**config.mk**
```make
export PLATFORM = sky130hd
export DESIGN_NAME = hovalaag_stream_wrapper_flat
export DESIGN_NICKNAME = d
export VERILOG_FILES = /design/src/rtl/hovalaag_stream_wrapper_if.sv /design/src/rtl/hovalaag_stream_wrapper.sv /design/src/flat_wrapper.sv
export SDC_FILE = /design/constraint.sdc
export NUM_CORES = 1
export LEC_CHECK = 0
export BUFFER_PORTS_ARGS = -buffer_cell sky130_fd_sc_hd__buf_4
export CORE_MARGIN = 10
export CORE_UTILIZATION = 55
export CTS_BUF_LIST = sky130_fd_sc_hd__clkbuf_4
export CTS_CLUSTER_SIZE = 16
export DETAILED_ROUTE_END_ITERATION = 8
export PLACE_DENSITY = 0.74
export REMOVE_ABC_BUFFERS = 1
export SYNTH_ARGS = -nofsm -noshare
export SYNTH_HDL_FRONTEND = slang
export SYNTH_SLANG_ARGS = --single-unit
```
**constraint.sdc**
```tcl
create_clock -name clk -period 5.2 [get_ports clk]
set_input_delay 0.78 -clock clk [delete_from_list [all_inputs] [get_ports clk]]
set_output_delay 0.78 -clock clk [all_outputs]
set_load 0.05 [all_outputs]
```
**src/rtl/hovalaag_stream_wrapper_if.sv**
```systemverilog
// Host-side register bus of the Hovalaag stream wrapper: narrow write path, 8-bit registered read path.
interface hovalaag_stream_wrapper_if #(
   parameter int BUS_W = 6
);
   logic [3:0]       addr;
   logic             wr;
   logic [BUS_W-1:0] wdata;
   logic             rd;
   logic [7:0]       rdata;

   modport master (output addr, wr, wdata, rd, input rdata);
   modport slave  (input addr, wr, wdata, rd, output rdata);
endinterface

```
**src/rtl/hovalaag_stream_wrapper.sv**
```systemverilog
// Buffered host interface for the Hovalaag core: assembles instruction/input words from the host bus,
// single-steps the core and queues its outputs into per-channel FIFOs for 8-bit readback.
module hovalaag_stream_wrapper #(
   parameter int BUS_W   = 6,
   parameter int INSTR_W = 32,
   parameter int DATA_W  = 12,
   parameter int DEPTH   = 4
) (
   input  logic                clk,
   input  logic                reset_n,
   hovalaag_stream_wrapper_if.slave bus,
   output logic                busy,
   output logic                core_step,
   output logic [INSTR_W-1:0]  core_instr,
   output logic [DATA_W-1:0]   core_in1,
   output logic [DATA_W-1:0]   core_in2,
   input  logic                core_in1_adv,
   input  logic                core_in2_adv,
   input  logic [DATA_W-1:0]   core_out,
   input  logic                core_out_valid,
   input  logic                core_out_select,
   input  logic [7:0]          core_pc
);

   localparam int NCI = (INSTR_W + BUS_W - 1) / BUS_W;
   localparam int NCD = (DATA_W + BUS_W - 1) / BUS_W;
   localparam int CIW = $clog2(NCI + 1);
   localparam int DCW = $clog2(NCD + 1);
   localparam int IBW = (NCI - 1) * BUS_W;
   localparam int ASW = NCD * BUS_W;
   localparam int AW  = $clog2(DEPTH);
   localparam int CW  = AW + 1;

   localparam logic [1:0] S_IDLE = 2'd0;
   localparam logic [1:0] S_WAIT = 2'd1;
   localparam logic [1:0] S_STEP = 2'd2;

   logic [1:0]       state;
   logic [CIW-1:0]   ci;
   logic [IBW-1:0]   instr_buf;
   logic [DCW-1:0]   dc1, dc2;
   logic [ASW-1:0]   asm1, asm2, asm1_next, asm2_next;
   logic             ovf, unf, err;

   // FIFO index: 0 = IN1, 1 = IN2, 2 = OUT1, 3 = OUT2
   logic [DATA_W-1:0] mem [4][DEPTH];
   logic [AW-1:0]     rp [4];
   logic [AW-1:0]     wp [4];
   logic [CW-1:0]     cnt [4];
   logic [DATA_W-1:0] pdata [4];
   logic [DATA_W-1:0] head [4];
   logic [3:0]        push, pop, push_ok, pop_ok, full, nonempty;

   logic wr_instr, wr_exec, wr_in1, wr_in2, wr_ctrl;
   logic flush, clear, exec_ok, stepping;
   logic ovf_set, unf_set, err_set;
   logic [7:0] status;

   assign wr_instr = bus.wr && (bus.addr == 4'd0);
   assign wr_exec  = bus.wr && (bus.addr == 4'd1);
   assign wr_in1   = bus.wr && (bus.addr == 4'd2);
   assign wr_in2   = bus.wr && (bus.addr == 4'd3);
   assign wr_ctrl  = bus.wr && (bus.addr == 4'd10);
   assign clear    = wr_ctrl && bus.wdata[0];
   assign flush    = wr_ctrl && bus.wdata[1];
   assign exec_ok  = wr_exec && (state == S_IDLE) && (ci == CIW'(NCI - 1));
   assign stepping = (state == S_STEP);

   assign busy       = (state != S_IDLE);
   assign core_step  = stepping && reset_n;
   assign core_in1   = head[0];
   assign core_in2   = head[1];

   // Chunks enter at the top and shift down, so the first chunk written ends up least significant.
   assign asm1_next = ASW'({bus.wdata, asm1} >> BUS_W);
   assign asm2_next = ASW'({bus.wdata, asm2} >> BUS_W);

   always_comb begin
      for (int unsigned k = 0; k < 4; k++) begin
         full[k]     = (cnt[k] == CW'(DEPTH));
         nonempty[k] = (cnt[k] != '0);
         head[k]     = nonempty[k] ? mem[k][rp[k]] : '0;
      end
      push[0]  = wr_in1 && (dc1 == DCW'(NCD - 1));
      push[1]  = wr_in2 && (dc2 == DCW'(NCD - 1));
      push[2]  = stepping && core_out_valid && !core_out_select;
      push[3]  = stepping && core_out_valid && core_out_select;
      pdata[0] = asm1_next[DATA_W-1:0];
      pdata[1] = asm2_next[DATA_W-1:0];
      pdata[2] = core_out;
      pdata[3] = core_out;
      pop[0]   = stepping && core_in1_adv;
      pop[1]   = stepping && core_in2_adv;
      pop[2]   = bus.rd && (bus.addr == 4'd5);
      pop[3]   = bus.rd && (bus.addr == 4'd7);
      pop_ok   = pop & nonempty;
      // A same-cycle pop frees the slot, so a push into a full FIFO is still accepted.
      push_ok  = push & (~full | pop_ok);
   end

   assign ovf_set = (push[0] && !push_ok[0]) || (push[1] && !push_ok[1]);
   assign unf_set = (pop[0] && !nonempty[0]) || (pop[1] && !nonempty[1]);
   assign err_set = (wr_exec && !exec_ok) || (pop[2] && !nonempty[2]) || (pop[3] && !nonempty[3]);
   assign status  = {err, unf, ovf, busy, nonempty[3], nonempty[2], nonempty[1], nonempty[0]};

   always_ff @(posedge clk) begin
      for (int unsigned k = 0; k < 4; k++)
         if (push_ok[k]) mem[k][wp[k]] <= pdata[k];
   end

   always_ff @(posedge clk) begin
      if (!reset_n || flush) begin
         for (int unsigned k = 0; k < 4; k++) begin
            rp[k]  <= '0;
            wp[k]  <= '0;
            cnt[k] <= '0;
         end
      end else begin
         for (int unsigned k = 0; k < 4; k++) begin
            if (push_ok[k]) wp[k] <= wp[k] + 1'b1;
            if (pop_ok[k])  rp[k] <= rp[k] + 1'b1;
            cnt[k] <= cnt[k] + CW'(push_ok[k]) - CW'(pop_ok[k]);
         end
      end
   end

   always_ff @(posedge clk) begin
      if (!reset_n) begin
         ci         <= '0;
         instr_buf  <= '0;
         core_instr <= '0;
         dc1        <= '0;
         dc2        <= '0;
         asm1       <= '0;
         asm2       <= '0;
      end else if (flush) begin
         ci  <= '0;
         dc1 <= '0;
         dc2 <= '0;
      end else begin
         if (wr_instr) begin
            for (int unsigned k = 0; k < NCI - 1; k++)
               if (ci == CIW'(k)) instr_buf[k*BUS_W +: BUS_W] <= bus.wdata;
            if (ci != CIW'(NCI)) ci <= ci + 1'b1;
         end
         if (wr_exec) begin
            ci <= '0;
            if (exec_ok) core_instr <= INSTR_W'({bus.wdata, instr_buf});
         end
         if (wr_in1) begin
            asm1 <= asm1_next;
            dc1  <= (dc1 == DCW'(NCD - 1)) ? '0 : dc1 + 1'b1;
         end
         if (wr_in2) begin
            asm2 <= asm2_next;
            dc2  <= (dc2 == DCW'(NCD - 1)) ? '0 : dc2 + 1'b1;
         end
      end
   end

   always_ff @(posedge clk) begin
      if (!reset_n || clear) begin
         ovf <= 1'b0;
         unf <= 1'b0;
         err <= 1'b0;
      end else begin
         ovf <= ovf | ovf_set;
         unf <= unf | unf_set;
         err <= err | err_set;
      end
   end

   always_ff @(posedge clk) begin
      if (!reset_n) begin
         state <= S_IDLE;
      end else begin
         case (state)
            S_IDLE:  if (exec_ok) state <= S_WAIT;
            S_WAIT:  if (!full[2] && !full[3]) state <= S_STEP;
            S_STEP:  state <= S_IDLE;
            default: state <= S_IDLE;
         endcase
      end
   end

   always_ff @(posedge clk) begin
      if (!reset_n) begin
         bus.rdata <= '0;
      end else if (bus.rd) begin
         case (bus.addr)
            4'd4:    bus.rdata <= head[2][7:0];
            4'd5:    bus.rdata <= 8'(head[2][DATA_W-1:8]);
            4'd6:    bus.rdata <= head[3][7:0];
            4'd7:    bus.rdata <= 8'(head[3][DATA_W-1:8]);
            4'd8:    bus.rdata <= status;
            4'd9:    bus.rdata <= core_pc;
            default: bus.rdata <= '0;
         endcase
      end
   end

endmodule

```
**src/flat_wrapper.sv**
```systemverilog
// flat-port wrapper written by rule: the top's interface ports become plain ports
module hovalaag_stream_wrapper_flat 
#(
   parameter int BUS_W   = 6,
   parameter int INSTR_W = 32,
   parameter int DATA_W  = 12,
   parameter int DEPTH   = 4
)
  (clk, reset_n, busy, core_step, core_instr, core_in1, core_in2, core_in1_adv, core_in2_adv, core_out, core_out_valid, core_out_select, core_pc, bus_addr, bus_wr, bus_wdata, bus_rd, bus_rdata);
  hovalaag_stream_wrapper_if #(.BUS_W(BUS_W)) bus_i ();
  input  logic clk;
  input  logic reset_n;
  output logic busy;
  output logic core_step;
  output logic [INSTR_W-1:0] core_instr;
  output logic [DATA_W-1:0] core_in1;
  output logic [DATA_W-1:0] core_in2;
  input  logic core_in1_adv;
  input  logic core_in2_adv;
  input  logic [DATA_W-1:0] core_out;
  input  logic core_out_valid;
  input  logic core_out_select;
  input  logic [7:0] core_pc;
  input wire logic [$bits(bus_i.addr)-1:0] bus_addr;
  input wire logic [$bits(bus_i.wr)-1:0] bus_wr;
  input wire logic [$bits(bus_i.wdata)-1:0] bus_wdata;
  input wire logic [$bits(bus_i.rd)-1:0] bus_rd;
  output wire logic [$bits(bus_i.rdata)-1:0] bus_rdata;
  assign bus_i.addr = bus_addr;
  assign bus_i.wr = bus_wr;
  assign bus_i.wdata = bus_wdata;
  assign bus_i.rd = bus_rd;
  assign bus_rdata = bus_i.rdata;
  hovalaag_stream_wrapper #(.BUS_W(BUS_W), .INSTR_W(INSTR_W), .DATA_W(DATA_W), .DEPTH(DEPTH)) u_core (.clk(clk), .reset_n(reset_n), .bus(bus_i), .busy(busy), .core_step(core_step), .core_instr(core_instr), .core_in1(core_in1), .core_in2(core_in2), .core_in1_adv(core_in1_adv), .core_in2_adv(core_in2_adv), .core_out(core_out), .core_out_valid(core_out_valid), .core_out_select(core_out_select), .core_pc(core_pc));
endmodule
```
# Word level (Yosys, flattened, before mapping)
# Memory sizes are Yosys's and may differ from the RTL's.
# Index checks and enable logic that the tools add are counted.
# word_totals
register_bits,106
latch_bits,0
ram_bits,220
rom_bits,0
in_bits,38
memories,4
# classes
n_addsub,19
n_mul,0
div,0
order_cmp,12
eq_ne,26
n_shift,0
mux,79
bitwise,29
reduce_logical,70
# memory_table
memory,words,word_bits,rd,rd_ports_with_merged_regs,wr,line,source
u_core.mem,4,48,4,0,2,hovalaag_stream_wrapper.sv:46,logic [DATA_W-1:0] mem [4][DEPTH];
u_core.cnt,4,3,4,0,4,hovalaag_stream_wrapper.sv:49,logic [CW-1:0] cnt [4];
u_core.rp,4,2,4,0,4,hovalaag_stream_wrapper.sv:47,logic [AW-1:0] rp [4];
u_core.wp,4,2,4,0,4,hovalaag_stream_wrapper.sv:48,logic [AW-1:0] wp [4];
# ops
operator,n
48-bit 2-to-1 mux,8
12-bit 2-to-1 mux,16
12-bit binary-select mux with 2-bit select,4
12-bit demux with 2-bit select,4
48-bit OR reduction,2
8-bit case mux with 6 select lines,1
1-bit logical AND,31
2-bit 2-to-1 mux,14
1-bit 2-to-1 mux,27
3-bit greater-or-equal comparator (second input constant),8
2-bit NOT with 3-bit output,8
2-bit by 1-bit adder with 2-bit output (second input constant),10
3-bit equality test (second input constant),6
3-bit AND reduction,6
4-bit by 3-bit equality test with 1-bit output (second input constant),4
1-bit bitwise OR,15
3-bit by 1-bit adder with 3-bit output,4
4-bit equality test (second input constant),3
3-bit by 1-bit less-than comparator with 1-bit output (second input constant),4
3-bit 2-to-1 mux,4
3-bit nonzero test,4
3-bit by 1-bit subtractor with 3-bit output,4
1-bit logical NOT,11
4-bit bitwise AND,2
21 further kinds,35

# Depth between registers and ports, before layout
# Gate-level depths: netlist of the first run.
# logic_depth
depth_word,9
ltp_mapped,12

# Worst setup path after synthesis of the first run
# Ideal clock, no wire load.
# synth_timing
path_kind,in2reg
startpoint,input port bus_addr[3]
endpoint,memory u_core.cnt[1][2] (netlist bit)
t_arrival_ns,2.641
path_slack_ns,2.434
path_stages,12
n_path_buf,3
cell_sequence,nor3b_1 buf_2 and3_1 buf_4 and4b_1 buf_2 ha_1 inv_1 fa_1 xor2_1 xnor2_1 nor2_1
# synth_rtl
item,line,source
from (decl),flat_wrapper.sv:24,input wire logic [$bits(bus_i.addr)-1:0] bus_addr;
to (decl),hovalaag_stream_wrapper.sv:49,

==> impl_metrics.env, run 1 <==
export IMPL_fin_skew_ns=0.0379
export IMPL_crit_chain="mux4_2 > and2_1 > buf_4"
export IMPL_timing_rr_start="u_core.state[1]"
export IMPL_slowest_delay_ns=0.92
export IMPL_crit_arrival_ns=2.55
export IMPL_cts_setup_buffers=0
export IMPL_design_core_area_sq_um=22700
export IMPL_yosysSeqAreaShare_pct=65.8
export IMPL_power_frac_seq_pct=55.3
export IMPL_async_reset_ff_share_pct=0
export IMPL_cp_required_ns=4.42
export IMPL_drc=0
export IMPL_cts_resized=0
export IMPL_reg2reg_depth=4
export IMPL_reg2reg_to="u_core.mem[2][41]"
export IMPL_power_leakage_nw=5.54
export IMPL_fin_area_sq_um=14700
export IMPL_slowest_stage="edfxtp_1"
export IMPL_synth_top_area_share_pct=49.1
export IMPL_die_area_sq_um=29600
export IMPL_cts_sink_count=314
export IMPL_power_frac_comb_pct=3.0
export IMPL_final_net_count=1107
export IMPL_switchingPower_mw=1.04
export IMPL_period_needed_ns=3.33
export IMPL_synthCells=895
export IMPL_drtIter0Drc=632
export IMPL_portBuffers=103
export IMPL_final_cells=1384
export IMPL_cts_tree="built"
export IMPL_start_util_pct=56.0
export IMPL_crit_fanout=14
export IMPL_setup_viol_count_final=0
export IMPL_synth_top_area_cell="edfxtp_1"
export IMPL_rsz0062_at_grt="false"
export IMPL_antenna_left=0
export IMPL_finalMaxSlewViolations=0
export IMPL_tightest_slew_ns=0.919
export IMPL_vdd_drop_max_mv=0.223
export IMPL_ys_ff_latch=314
export IMPL_maxSlewHeadroom_pct=38.7
export IMPL_ys_types=53
export IMPL_clock_latency_ns=0.67
export IMPL_post_route_period_util_pct=64.1
export IMPL_clk_path_buf_depth=3
export IMPL_viasPerCell=5.47
export IMPL_power_density_nw_per_um2=329
export IMPL_critPathCapture="core_in1[0]"
export IMPL_clock_fmax_mhz=300
export IMPL_critPathLaunch="u_core.rp[0][0]"
export IMPL_regToRegSetupSlack_ns=2.83
export IMPL_fp_dieW_microns=172
export IMPL_clock_power_share_pct=41.7
export IMPL_ys_warn_count=0
export IMPL_vias=7574
export IMPL_drive_above_1_share_pct=26.2
export IMPL_syn_area_sq_um=12700
export IMPL_cap_violations=0
export IMPL_grt_max_degree=78
export IMPL_place_area_sq_um=13700
export IMPL_numCtsBuffers=78
export IMPL_die_h_microns=172
export IMPL_synth_edf_count=208
export IMPL_place_gp_congestion=0.848
export IMPL_rows=55
export IMPL_cts_root_buf="clkbuf_4"
export IMPL_critical_path_class="register to primary output"
export IMPL_wl_per_cell_microns=18.7
export IMPL_dominantRegCellSynth="edfxtp_1"
export IMPL_syn_avg_cell_area_sq_um=14.2
export IMPL_finalHoldViolCount=0
export IMPL_grt_usage_pct=17.6
export IMPL_drt_total_wl_microns=25800
export IMPL_synthToLayoutAreaGrowth_pct=15.5
export IMPL_ctsHoldBuffers=0
export IMPL_dp_cells=1241
export IMPL_synth_area_leaders="edfxtp_1 49%, dfxtp_1 17%, mux4_2 8.5%"
export IMPL_antenna_found_initial=1
export IMPL_grt_overflow=0
export IMPL_p_int_mw=3.80
export IMPL_path_clk_slew_ns=0.07
export IMPL_cp_start_kind="register"
export IMPL_grt_pass1_wl_microns=40400
export IMPL_grt_pass1_vias=7631
export IMPL_dp_hpwl_microns=17100
export IMPL_hold_path_class="input pin to register"
export IMPL_cts_htree_levels=3
export IMPL_dr_pass1_iters=5
export IMPL_swShare_pct=21.5
export IMPL_final_setup_tns_ns=0
export IMPL_crit_path_end_kind="primary output"
export IMPL_ios=104
export IMPL_status="finished clean"
layout by cell type, fill, tap and decap left out, types with 38 or more instances in the layout:
cell	Yosys	final
nand2_1	86	86
mux2i_1	38	38
nor2_1	65	65
dfxtp_1	106	106
a21oi_1	43	43
mux4_2	48	48
clkbuf_4	0	117
edfxtp_1	208	208
and2_1	48	48
buf_4	1	108
power by group through the flow:
stage,combinational (mW),clock (mW),sequential [mW]
floorplan,0.0669,0,2.73
global placement,0.141,0,2.73
detailed placement,0.143,0,2.73
CTS,0.144,2.08,2.68
global route,0.154,2.21,2.68
finish,0.143,2.02,2.68
cell type report:
class                      count  area [sq um]
sequential                   314          8370
tap                          285           357
clock buffer                 117           878
antenna                        1          2.50
multi-input combinational    508          4060
inverter                      26          97.6
timing repair buffer         108           811
clock inverter                25           125
fill                        1721          8020
worst max-delay path, delay by kind of cell (launching register included):
family,cells,cell delay (ns)
buf+inv,1,0.18
flops,1,0.92
mux,1,0.61
simple gates,1,0.17
worst min-delay path by stage:
stage | from | slack [ns] | to | depth (start not counted)
after floorplan | u_core.instr_buf[0] | 0.43 | u_core.core_instr[0] | 2
after global placement | u_core.instr_buf[10] | 0.44 | u_core.core_instr[10] | 2
after detailed placement | u_core.instr_buf[10] | 0.45 | u_core.core_instr[10] | 2
after CTS | core_out[1] | 0.29 | u_core.mem[3][13] | 1
after global routing | core_out[1] | 0.29 | u_core.mem[3][37] | 1
final | core_out[1] | 0.35 | u_core.mem[3][13] | 1
state kept, by name (all words and copies together) (netlist names), 3 cells and up:
register,cells
u_core.asm2,6
u_core.asm1,6
u_core.cnt,12
u_core.bus.rdata,8
u_core.wp,8
u_core.rp,8
u_core.core_instr,32
u_core.mem,192
u_core.instr_buf,30
u_core.ci,3
kinds of logic (layout without fill, tap and decap cells):
group	Yosys count	in the layout	share of synthesized area (%)
buffers and inverters	73	276	2.38
other	0	1	0
DFF	314	314	65.8
muxes	88	88	11.7
and+or+nand+nor	286	286	11.3
AOI/OAI and AO/OA	86	86	4.39
adders and majority gates	33	33	3.48
xor gates and xnor gates	15	15	1.03
Yosys cell counts (all sizes together) (4+ instances only):
| library cell | count |
|---|---|
| a21oi | 43 |
| a221o | 6 |
| a31oi | 5 |
| and2 | 48 |
| and3 | 14 |
| buf | 20 |
| clkbuf | 27 |
| dfxtp | 106 |
| edfxtp | 208 |
| fa | 4 |
| ha | 29 |
| inv | 26 |
| mux2i | 38 |
| mux4 | 48 |
| nand2 | 86 |
| nand2b | 5 |
| nand3 | 18 |
| nand4 | 6 |
| nor2 | 65 |
| nor2b | 11 |
| nor3 | 5 |
| nor3b | 7 |
| o21ai | 13 |
| or3 | 6 |
| xnor2 | 12 |
stage by stage:
stage | total power, mW | worst slack, ns | util (%) | hold WS, ns
final | 4.84 | 1.87 | 64.7 | 0.345
after global routing | 5.05 | 1.68 | 64.7 | 0.286
after global placement | 2.87 | 1.90 | 60.3 | 0.437
after detailed placement | 2.88 | 1.84 | 60.3 | 0.446
after floorplan | 2.79 | 1.49 | - | 0.432
after CTS | 4.90 | 1.78 | 64.7 | 0.288
metal layers:
layer	part of all wire (%)	global-route usage [%]	vias to the layer above	wire length [microns]
li1	-	-	3621	-
met1	42	21.8	3675	10700
met2	49	29.1	235	12700
met3	7.4	4.65	43	1920
met4	1.9	6.71	0	489
met5	0	0	-	0
No activity file was read; power rests on OpenSTA's default activity.
==> inputs of run 2 (changes only) <==
--- a/config.mk
+++ b/config.mk
@@ -11,7 +11,7 @@
 export CTS_BUF_LIST = sky130_fd_sc_hd__clkbuf_4
 export CTS_CLUSTER_SIZE = 16
 export DETAILED_ROUTE_END_ITERATION = 8
-export PLACE_DENSITY = 0.74
+export PLACE_DENSITY = 0.77
 export REMOVE_ABC_BUFFERS = 1
 export SYNTH_ARGS = -nofsm -noshare
 export SYNTH_HDL_FRONTEND = slang
==> constraint.sdc (replaced) <==
create_clock -name clk -period 2.7 [get_ports clk]
set_input_delay 0.405 -clock clk [delete_from_list [all_inputs] [get_ports clk]]
set_output_delay 0.405 -clock clk [all_outputs]
set_load 0.05 [all_outputs]
==> run 2 against run 1 <==
Combinational power increased by 140%. Global-route usage rose by 1.4 points. Sequential share of layout area is 1.8 points lower. Clock power up 100%. Clock skew rose by 0.0058 ns. Flip-flop and latch count did not move. Via count rose by 5.1%. Routed wire length up 8.3%. Register-to-register slack worse by 2.4 ns. Critical path type unchanged.
==> impl_metrics.env, run 2 (synthesis gave the netlist of run 1 again) <==
export IMPL_reg2reg_depth=8
export IMPL_status="finished clean"
export IMPL_dp_hpwl_microns=18600
export IMPL_ff_latch_area_sq_um=8370
export IMPL_nFillCells=1632
export IMPL_dp_slack_ns=0.298
export IMPL_cp_required_ns=2.30
export IMPL_place_gp_congestion=0.878
export IMPL_path_clk_slew_ns=0.07
export IMPL_fin_skew_ns=0.0437
export IMPL_crit_fanout=12
export IMPL_layout_commonest_cell="edfxtp_1"
export IMPL_clock_latency_ns=0.70
export IMPL_tightest_slew_ns=0.815
export IMPL_grt_max_degree=76
export IMPL_grt_usage_pct=19.0
export IMPL_ios=104
export IMPL_whs_path_depth=1
export IMPL_clock_fmax_mhz=387
export IMPL_power_mw=9.56
export IMPL_grt_overflow=0
export IMPL_cts_sink_count=314
export IMPL_reg2reg_to="u_core.cnt[3][2]"
export IMPL_drt_total_wl_microns=28000
export IMPL_min_from="bus_wdata[2]"
export IMPL_cts_root_buf="clkbuf_4"
export IMPL_whs_ns=0.0580
export IMPL_power_leakage_nw=5.82
export IMPL_setup_viol_count_final=0
export IMPL_maxSlewHeadroom_pct=45.7
export IMPL_dp_cells=1274
export IMPL_portBuffers=103
export IMPL_finalMaxSlewViolations=0
export IMPL_mostFrequentLayoutCells="208 x edfxtp_1, 139 x buf_4, 121 x clkbuf_4"
export IMPL_start_util_pct=56.0
export IMPL_final_net_count=1155
export IMPL_rows=55
export IMPL_finalHoldViolCount=0
export IMPL_slowest_delay_ns=0.53
export IMPL_numCtsBuffers=79
export IMPL_final_cells=1432
export IMPL_vias=7961
export IMPL_dr_pass1_iters=5
export IMPL_hold_path_class="input pin to register"
export IMPL_clk_path_buf_depth=3
export IMPL_die_h_microns=172
export IMPL_antenna_found_initial=1
export IMPL_critical_path_class="register to primary output"
export IMPL_min_to="u_core.mem[1][8]"
export IMPL_design_core_area_sq_um=22700
export IMPL_post_route_period_util_pct=95.7
export IMPL_fin_ws_ns=0.117
export IMPL_vdd_drop_max_mv=0.464
export IMPL_fp_dieW_microns=172
export IMPL_wl_per_cell_microns=19.5
export IMPL_grt_pass1_vias=8056
export IMPL_cap_violations=0
export IMPL_cts_htree_levels=3
export IMPL_crit_chain="buf_12 > mux4_2 > and2_1 > buf_4"
export IMPL_die_area_sq_um=29600
export IMPL_cp_start_kind="register"
export IMPL_slowest_stage="mux4_2"
export IMPL_viasPerCell=5.56
export IMPL_synthToLayoutAreaGrowth_pct=19.2
export IMPL_antenna_left=0
export IMPL_regToRegSetupSlack_ns=0.45
export IMPL_grt_pass1_wl_microns=43600
export IMPL_crit_path_end_kind="primary output"
export IMPL_cts_tree="built"
export IMPL_power_density_nw_per_um2=630
export IMPL_drive_above_1_share_pct=28.7
export IMPL_drc=0
export IMPL_post_route_util_pct=66.8
export IMPL_largest_register_ffs=192
export IMPL_crit_arrival_ns=2.18
export IMPL_multi_input_area_sq_um=4060
export IMPL_timing_rr_start="u_core.cnt[3][1]"
export IMPL_period_needed_ns=2.58
export IMPL_drtIter0Drc=697
export IMPL_rsz0062_at_grt="false"
## run 2: cell types whose count changed in the layout (fill, tap and decap cells not counted), sizes merged
cell and delta:
bufinv +1, buf +35, clkbuf +4, inv -1, dlygate4sd3 +12, clkinv -3
## run 2: stage by stage
step	cell area (sq um)	setup TNS [ns]
detailed placement	13900	0
CTS	15100	0
global route	15200	0
global placement	13900	0
finish	15200	0
floorplan	12500	-32.34
## run 2: critical path: cells and delay by family (launching register included)
| kind | cells | cell delay [ns] |
|---|---|---|
| multiplexers | 1 | 0.53 |
| flip-flops | 1 | 0.44 |
| buffers and inverters | 2 | 0.37 |
| AND/OR/NAND/NOR | 1 | 0.17 |
## run 2: layer usage
layer	GRT usage [%]	vias to the layer above	part of all wire (%)
met3	5.49	50	8.3
met2	30.7	330	49
met5	0	-	0
li1	-	3719	-
met4	6.82	0	2.0
met1	24.0	3862	40
## run 2: worst max path at each step
stage	slack (ns)	endpoint	from
global placement	0.37	u_core.cnt[2][1]	bus_addr[3]
detailed placement	0.30	u_core.cnt[0][2]	bus_addr[0]
CTS	0.03	core_in1[1]	u_core.rp[0][1]
finish	0.12	core_in1[1]	u_core.rp[0][0]
floorplan	-0.63	u_core.cnt[1][2]	bus_addr[3]
global route	0.008	core_in1[1]	u_core.rp[0][0]
## run 2: power breakdown
part | total [mW] | leakage, nW | internal (mW) | switching, mW
clock | 4.08 | 0.625 | 2.24 | 1.84
sequential | 5.14 | 2.76 | 5.12 | 0.0186
combinational | 0.343 | 2.44 | 0.145 | 0.198
## run 2: layout make-up
class,count,area share [%]
sequential,314,55.2
multi-input combinational,508,26.7
timing repair buffer,155,8.14
clock buffer,121,5.99
tap,285,2.35
clock inverter,22,0.965
inverter,26,0.643
antenna,1,0.0165
## run 2: what timing repair did
item	4_1_cts	5_1_grt
hold endpoints to repair	96	0
hold buffers	12	0
gates cloned	0	0
setup endpoints to repair	6	11
setup buffers	0	2
gates resized for setup	1	3
